==> config.mk <==
export PLATFORM = sky130hd
export DESIGN_NAME = comparador_seq
export DESIGN_NICKNAME = d
export VERILOG_FILES = /design/src/rtl/comparador_seq.sv
export SDC_FILE = /design/constraint.sdc
export NUM_CORES = 1
export LEC_CHECK = 0
export CORE_ASPECT_RATIO = 1.75
export CORE_MARGIN = 1
export CORE_UTILIZATION = 45
export DETAILED_ROUTE_END_ITERATION = 8
export PLACE_DENSITY = 0.77
export SLEW_MARGIN = 10
export SYNTH_ARGS = -nofsm -noshare
export SYNTH_HDL_FRONTEND = slang
export SYNTH_SLANG_ARGS = --single-unit
==> constraint.sdc <==
create_clock -name clk -period 2.5 [get_ports clk]
set_input_delay 0.375 -clock clk [delete_from_list [all_inputs] [get_ports clk]]
set_output_delay 0.375 -clock clk [all_outputs]
set_load 0.05 [all_outputs]
==> src/rtl/comparador_seq.sv <==
// comparador_seq: multi-cycle MSB-first chunked magnitude comparator; optional early exit via COMPARADOR_SAIDA_ANTECIPADA_EN
module comparador_seq #(
  parameter int WIDTH = 16,
  parameter int CHUNK = 4
) (
  input  logic             clk,
  input  logic             rst,
  input  logic             start,
  input  logic [WIDTH-1:0] A,
  input  logic [WIDTH-1:0] B,
  input  logic [2:0]       op,
  input  logic             com_sinal,
  output logic             ready,
  output logic             busy,
  output logic             done,
  output logic             RESULTADO,
  output logic             IGUAL,
  output logic             MENOR
);
  localparam int N  = WIDTH / CHUNK;
  localparam int KW = N > 1 ? $clog2(N) : 1;
  if (WIDTH % CHUNK != 0) begin : g_chk
    $error("WIDTH must be a multiple of CHUNK");
  end
  typedef enum logic [1:0] {OCIOSO, COMPARANDO, CONCLUIDO} state_t;
  state_t state_q, state_d;
  logic [WIDTH-1:0] a_q, a_d, b_q, b_d;
  logic [2:0] op_q, op_d;
  logic [KW-1:0] k_q, k_d;
  logic [CHUNK-1:0] ca, cb;
  logic dif_q, dif_d, men_q, men_d, dif_n, men_n, last;
  logic ready_q, ready_d, busy_q, busy_d, done_q, done_d;
  logic res_q, res_d, igual_q, igual_d, menor_q, menor_d;
  always_comb begin
    state_d = state_q;
    a_d = a_q;
    b_d = b_q;
    op_d = op_q;
    k_d = k_q;
    dif_d = dif_q;
    men_d = men_q;
    ready_d = ready_q;
    busy_d = busy_q;
    done_d = 1'b0;
    res_d = res_q;
    igual_d = igual_q;
    menor_d = menor_q;
    ca = a_q[WIDTH-1-CHUNK*int'(k_q) -: CHUNK];
    cb = b_q[WIDTH-1-CHUNK*int'(k_q) -: CHUNK];
    dif_n = dif_q | (ca != cb);
    men_n = dif_q ? men_q : (ca < cb);
`ifdef COMPARADOR_SAIDA_ANTECIPADA_EN
    last = dif_n || int'(k_q) == N - 1;
`else
    last = int'(k_q) == N - 1;
`endif
    if (state_q == OCIOSO && start) begin
      // signed compare becomes unsigned once both sign bits are flipped
      a_d = A ^ {com_sinal, {(WIDTH-1){1'b0}}};
      b_d = B ^ {com_sinal, {(WIDTH-1){1'b0}}};
      op_d = op;
      k_d = '0;
      dif_d = 1'b0;
      men_d = 1'b0;
      ready_d = 1'b0;
      busy_d = 1'b1;
      state_d = COMPARANDO;
    end else if (state_q == COMPARANDO) begin
      dif_d = dif_n;
      men_d = men_n;
      k_d = k_q + 1'b1;
      if (last) begin
        state_d = CONCLUIDO;
        busy_d = 1'b0;
        done_d = 1'b1;
        igual_d = !dif_n;
        menor_d = dif_n & men_n;
        res_d = op_q == 3'd0 ? !dif_n :
                op_q == 3'd1 ? dif_n :
                op_q == 3'd2 ? dif_n & men_n :
                op_q == 3'd3 ? !dif_n | men_n :
                op_q == 3'd4 ? dif_n & !men_n :
                op_q == 3'd5 ? !(dif_n & men_n) : 1'b0;
      end
    end else if (state_q == CONCLUIDO) begin
      state_d = OCIOSO;
      ready_d = 1'b1;
    end
  end
  always_ff @(posedge clk) begin
    if (rst) begin
      state_q <= OCIOSO;
      a_q <= '0;
      b_q <= '0;
      op_q <= '0;
      k_q <= '0;
      dif_q <= 1'b0;
      men_q <= 1'b0;
      ready_q <= 1'b1;
      busy_q <= 1'b0;
      done_q <= 1'b0;
      res_q <= 1'b0;
      igual_q <= 1'b0;
      menor_q <= 1'b0;
    end else begin
      state_q <= state_d;
      a_q <= a_d;
      b_q <= b_d;
      op_q <= op_d;
      k_q <= k_d;
      dif_q <= dif_d;
      men_q <= men_d;
      ready_q <= ready_d;
      busy_q <= busy_d;
      done_q <= done_d;
      res_q <= res_d;
      igual_q <= igual_d;
      menor_q <= menor_d;
    end
  end
  assign ready = ready_q;
  assign busy = busy_q;
  assign done = done_q;
  assign RESULTADO = res_q;
  assign IGUAL = igual_q;
  assign MENOR = menor_q;
endmodule

# After elaboration in Yosys (flattened, before gate mapping)
# Cells that the tools add are included.
# classes
n_shift	2
n_bitwise	8
reduce_logical	18
n_lt_le_gt_ge	1
n_eq_ne	12
add_sub_neg	2
n_mux	18
# op_table
cell	count
indexed part select 19 x 5 -> 4 bit	2
bitwise XOR 16 bit	2
two-way mux 1 bit	15
AND reduction 2 bit	4
nonzero test 2 bit	4
equality test 3 x 2 -> 1 bit (second input constant)	2
equality test 3 bit (second input constant)	2
two-way mux 2 bit	3
subtractor 4 x 4 -> 5 bit (first input constant)	1
equality test 2 x 1 -> 1 bit (second input constant)	2
< comparator 4 bit	1
!= test 2 bit (second input constant)	2
!= test 4 bit	1
equality test 3 x 1 -> 1 bit (second input constant)	1
zero test 1 bit	3
zero test 3 bit	1
!= test 3 bit (second input constant)	1
AND reduction 3 bit	1
nonzero test 3 bit	1
OR reduction 3 bit	1
adder 2 x 1 -> 2 bit (second input constant)	1
bitwise AND 1 bit	2
equality test 2 bit (second input constant)	1
zero test 2 bit	1
4 further kinds	6
# totals
input_bits	39
out_inout_bits	6
register_bits	47
word_cells	75

# Logic depth before layout (Yosys ltp)
# depth
depth_word	12
mapped_depth	9
mapped_depth_nobuf	8

# Worst setup path after synthesis
# No wires, ideal clock.
# synth_timing
kind	register to register
startpoint	register k_q[1]
endpoint	register menor_q, in the netlist MENOR
stages_incl_launch_ff	9
synth_period_minus_slack_ns	2.258
t_arrival_ns	2.187
setup_slack_ns	0.242
n_path_buf	1
t_required_ns	2.430
setup_time_ns	0.070
path_cell_list	dfxtp_1 buf_2 mux4_2 ha_1 nor2b_1 o211ai_1 a22oi_1 or3_1 a21oi_1
# synth_via
elab_chain_len	5
elab_cells_between_ends	10
cone_classes	add/sub (1); order compare (1); eq/ne (2); shift (2); mux (1); bitwise (2); reduce/logical (1)
# synth_rtl
item	line_no	source
from (decl)	29	logic [KW-1:0] k_q, k_d;
from (signal assigned)	110	k_q <= k_d;
subtractor 4 x 4 -> 5 bit	48, 49	
indexed part select 19 x 5 -> 4 bit (on tied branches)	48, 49	
< comparator 4 bit / != test 4 bit (equally long branches)	51, 50	
two-way mux 1 bit / bitwise OR 1 bit (equally long branches)	51, 50	
bitwise AND 1 bit	77	menor_d = dif_n & men_n;
to (signal assigned)	118	menor_q <= menor_d;
to (decl)	33	logic res_q, res_d, igual_q, igual_d, menor_q, menor_d;
# Parallel ways exist; a longest one is shown, timed or not.
# A chain may end at the register's enable or synchronous reset.

# Worst setup path after layout
# layout_timing
startpoint	register k_q[1]
endpoint	register res_q, in the netlist RESULTADO
# layout_via
elab_chain_len	12
elab_cells_between_ends	21
cone_classes	add/sub (1); order compare (1); eq/ne (2); shift (2); mux (7); bitwise (4); reduce/logical (4)
# layout_rtl
item	line_no	source
subtractor 4 x 4 -> 5 bit	48, 49	
indexed part select 19 x 5 -> 4 bit (on tied branches)	48, 49	
< comparator 4 bit / != test 4 bit (equally long branches)	51, 50	
two-way mux 1 bit / bitwise OR 1 bit (equally long branches)	51, 50	
bitwise AND 1 bit	80, 83	
zero test 1 bit	83	op_q == 3'd5 ? !(dif_n & men_n) : 1'b0;
two-way mux 1 bit	83	
two-way mux 1 bit	82	op_q == 3'd4 ? dif_n & !men_n :
two-way mux 1 bit	81	op_q == 3'd3 ? !dif_n | men_n :
two-way mux 1 bit	80	op_q == 3'd2 ? dif_n & men_n :
two-way mux 1 bit	79	op_q == 3'd1 ? dif_n :
two-way mux 1 bit	78	res_d = op_q == 3'd0 ? !dif_n :
to (signal assigned)	116	res_q <= res_d;
to (decl)	33	
# Parallel ways exist; a longest one is shown, timed or not.

==> impl_metrics.py <==
metrics = {
    "critical_path": {
        "cp_max_fo": 6,
        "worstReg2RegEnd": "RESULTADO",
        "r2r-start": "k_q[1]",
        "r2r_slack_ns": 0.14,
        "r2r_cells": 8,
        "cp_data_required_time_ns": 2.68,
        "crit_path_end_kind": "flip-flop",
        "path_class": "reg -> reg",
        "cp.arrival_ns": 2.54,
        "startpoint_type": "flip-flop",
    },
    "synth": {
        "synth_flop_cell": "dfxtp_1",
        "ys_ff_latch": 47,
        "syn_nets": 279,
        "async_flop_share_pct": 0,
        "yosysUniqueCellTypes": 36,
        "synth.area.top_cells": "dfxtp_1 (45%), nand2_1 (13%), a21oi_1 (8.9%)",
        "seq_area_frac_synth_pct": 45.5,
        "syn_area_per_cell_um2": 8.81,
        "synthCells": 235,
        "yosysWarnings": 0,
        "yosysTopAreaCell": "dfxtp_1",
        "synth_edf_count": 0,
        "synthesis.area_um2": 2070,
        "synth_top_cell_area_share_pct": 45.5,
    },
    "routing": {
        "dr.first_iter.drc_count": 30,
        "dr_total_vias": 1695,
        "drtPass1Iterations": 4,
        "wl_um": 3900,
        "vias_per_cell": 5.20,
        "post_drt_wl_per_cell_um": 12.0,
        "drt.antenna.violating_nets": 0,
        "drc": 0,
    },
    "clock_tree": {
        "cts_tree": "done",
        "clockRootBuffer": "clkbuf_8",
        "cts.sinks": 47,
        "clockBufferDepth": 2,
        "cts_htree_levels": 2,
        "clock_latency_ns": 0.30,
        "clk_pin_slew_ns": 0.08,
        "cts_setup_buffers": 0,
        "numCtsBuffers": 5,
        "postCtsHoldBufs": 0,
    },
    "die": {
        "start_util_pct": 47.0,
        "rows": 32,
        "dieArea_um2": 4880,
        "die_h_um": 91.7,
        "io_pins": 45,
        "core-area_um2": 4400,
        "dieWidth_um": 53.3,
    },
    "finish": {
        "antenna_cells": 0,
        "drive_gt1_share_pct": 10.5,
        "finalNetCount": 319,
        "fin_area_um2": 2610,
        "area_growth_pct": 26.1,
        "finalNonFillerCells": 326,
    },
    "timing": {
        "worstMarginPinSlew_ns": 1.06,
        "fin_crit_ns": 2.36,
        "max_freq_ghz": 0.424,
        "slew_viol_final": 0,
        "period_share_pct": 94.4,
        "relSlewSlack_pct": 29.0,
        "clock_skew_ns": 0.00521,
        "setup_viol": 0,
        "rsz0062_at_grt": "false",
        "hold_viol_final": 0,
        "tns_ns": 0,
    },
    "pwr": {
        "peakVddDrop_v": 0.000451,
        "leakagePower_nw": 0.982,
        "netSwitchingFraction_pct": 26.0,
        "intPower_mw": 1.16,
        "p_per_area_nw_per_um2": 598,
        "pwr-share-clk_pct": 29.1,
        "p_comb_share_pct": 18.2,
        "p_sw_mw": 0.406,
        "power_frac_seq_pct": 52.7,
    },
    "min_path": {
        "holdPathStages": 2,
        "min_to": "b_q[13]",
        "hold_class": "reg -> reg",
        "worstHoldStart": "b_q[13]",
    },
    "placed_design": {
        "dpl.hpwl_um": 2890,
        "gp_congestion": 0.770,
        "io_buffers": 44,
        "placed_area_um2": 2520,
        "dp.cells": 319,
    },
    "grt": {
        "grt_overflow": 0,
        "grt_pass1_wl_um": 7250,
        "grt_use_total_pct": 19.8,
        "grt_pass1_vias": 1687,
        "grt_max_degree": 43,
        "antenna_found_initial": 0,
    },
    "status": {
        "status": "finished, final reports clean",
    },
    "flow_run": {
        "cap_violations": 0,
    },
}
cell families after synthesis:
group           count (synthesis)  share of synthesized area [%]
xor+xnor                        4                           1.69
simple gates                   97                           21.3
mux                            10                           9.67
flops                          47                           45.5
buf+inv                        24                           5.86
compound gates                 48                           12.9
fa+ha+maj                       5                           3.02
registers in the layout, summed over array words and instances (netlist names):
name and count:
op_q 3, MENOR 1, ready 1, state_q 2, busy 1, men_q 1
dif_q 1, IGUAL 1, RESULTADO 1, k_q 2, done 1, a_q 16
b_q 16
cell type report:
type | count | area (um^2)
clock buffers | 6 | 82.6
clock inverters | 1 | 5.00
fillers | 414 | 1790
inverters | 8 | 30.0
multi-input cells | 164 | 1010
flip-flops and latches | 47 | 942
well taps | 51 | 63.8
repair buffers | 49 | 478
layout by cell type (no fill, tap or decap), drive strengths merged:
cell,n
a2111oi,1
a211oi,3
a21oi,37
a221o,1
a22oi,1
a31oi,2
buf,5
clkbuf,6
clkdlybuf4s50,44
clkinv,1
dfxtp,47
ha,5
inv,8
mux2i,2
mux4,8
nand2,69
nand3b,2
nand4,1
nor2,9
nor2b,2
nor3,6
nor3b,1
nor4,2
nor4b,1
o211ai,2
o21ai,1
or2,3
or3,1
xnor2,4
repair_timing:
| item | in CTS | in global routing |
|---|---|---|
| endpoints found under the setup margin | 0 | 1 |
| endpoints found under the hold margin | 0 | 0 |
| resized for setup | 0 | 2 |
Yosys cell counts, types with 2 or more instances:
cell type,count
nand2_1,69
dfxtp_1,47
a21oi_1,37
mux4_2,8
buf_2,7
inv_1,7
nor2_1,7
nor3_1,6
ha_1,5
buf_4,4
xnor2_1,4
a211oi_1,3
clkbuf_1,3
a31oi_1,2
mux2i_1,2
nor2b_1,2
nor4_1,2
o211ai_1,2
worst max-delay path by stage:
stage / from / endpoint / slack (ns)
floorplan: k_q[1] / MENOR / 0.24
finish: k_q[1] / RESULTADO / 0.14
global route: k_q[1] / RESULTADO / 0.001
detailed placement: k_q[0] / RESULTADO / 0.12
CTS: k_q[0] / RESULTADO / 0.09
global placement: k_q[0] / RESULTADO / 0.23
power groups by stage:
| stage | clock network [mW] | registers [mW] | logic (mW) |
|---|---|---|---|
| 2_1_floorplan | 0 | 0.839 | 0.185 |
| 6_report | 0.454 | 0.824 | 0.284 |
| 3_3_place_gp | 0 | 0.840 | 0.278 |
| 3_5_place_dp | 0 | 0.841 | 0.285 |
| 4_1_cts | 0.461 | 0.824 | 0.286 |
| 5_1_grt | 0.491 | 0.831 | 0.320 |
metal layers:
| layer | up-vias | wire, um | part of all wire, % | GRT usage [%] |
|---|---|---|---|---|
| met3 | 6 | 90 | 2.3 | 2.99 |
| met5 | - | 0 | 0 | 0 |
| met2 | 27 | 2140 | 55 | 35.0 |
| met1 | 788 | 1590 | 41 | 22.4 |
| li1 | 874 | - | - | - |
| met4 | 0 | 80 | 2.0 | 7.89 |
worst max-delay path, stage by stage (launching register included):
cell,delay (ns)
dfxtp_1,0.46
buf_4,0.20
mux4_2,0.50
ha_1,0.31
nand4_1,0.21
nor2_4,0.22
nor4b_2,0.07
mux2i_1,0.17
o211ai_1,0.10
stage by stage:
step                utilization, %  hold slack (ns)  total power, mW  setup slack (ns)
finish                        59.3            0.453             1.56             0.140
global route                  59.3            0.483             1.64           0.00135
CTS                           59.2            0.459             1.57            0.0898
detailed placement            57.2            0.447             1.13             0.122
global placement              57.2            0.444             1.12             0.227
floorplan                        -            0.433             1.02             0.242
Power figures use the tool's default switching activity.
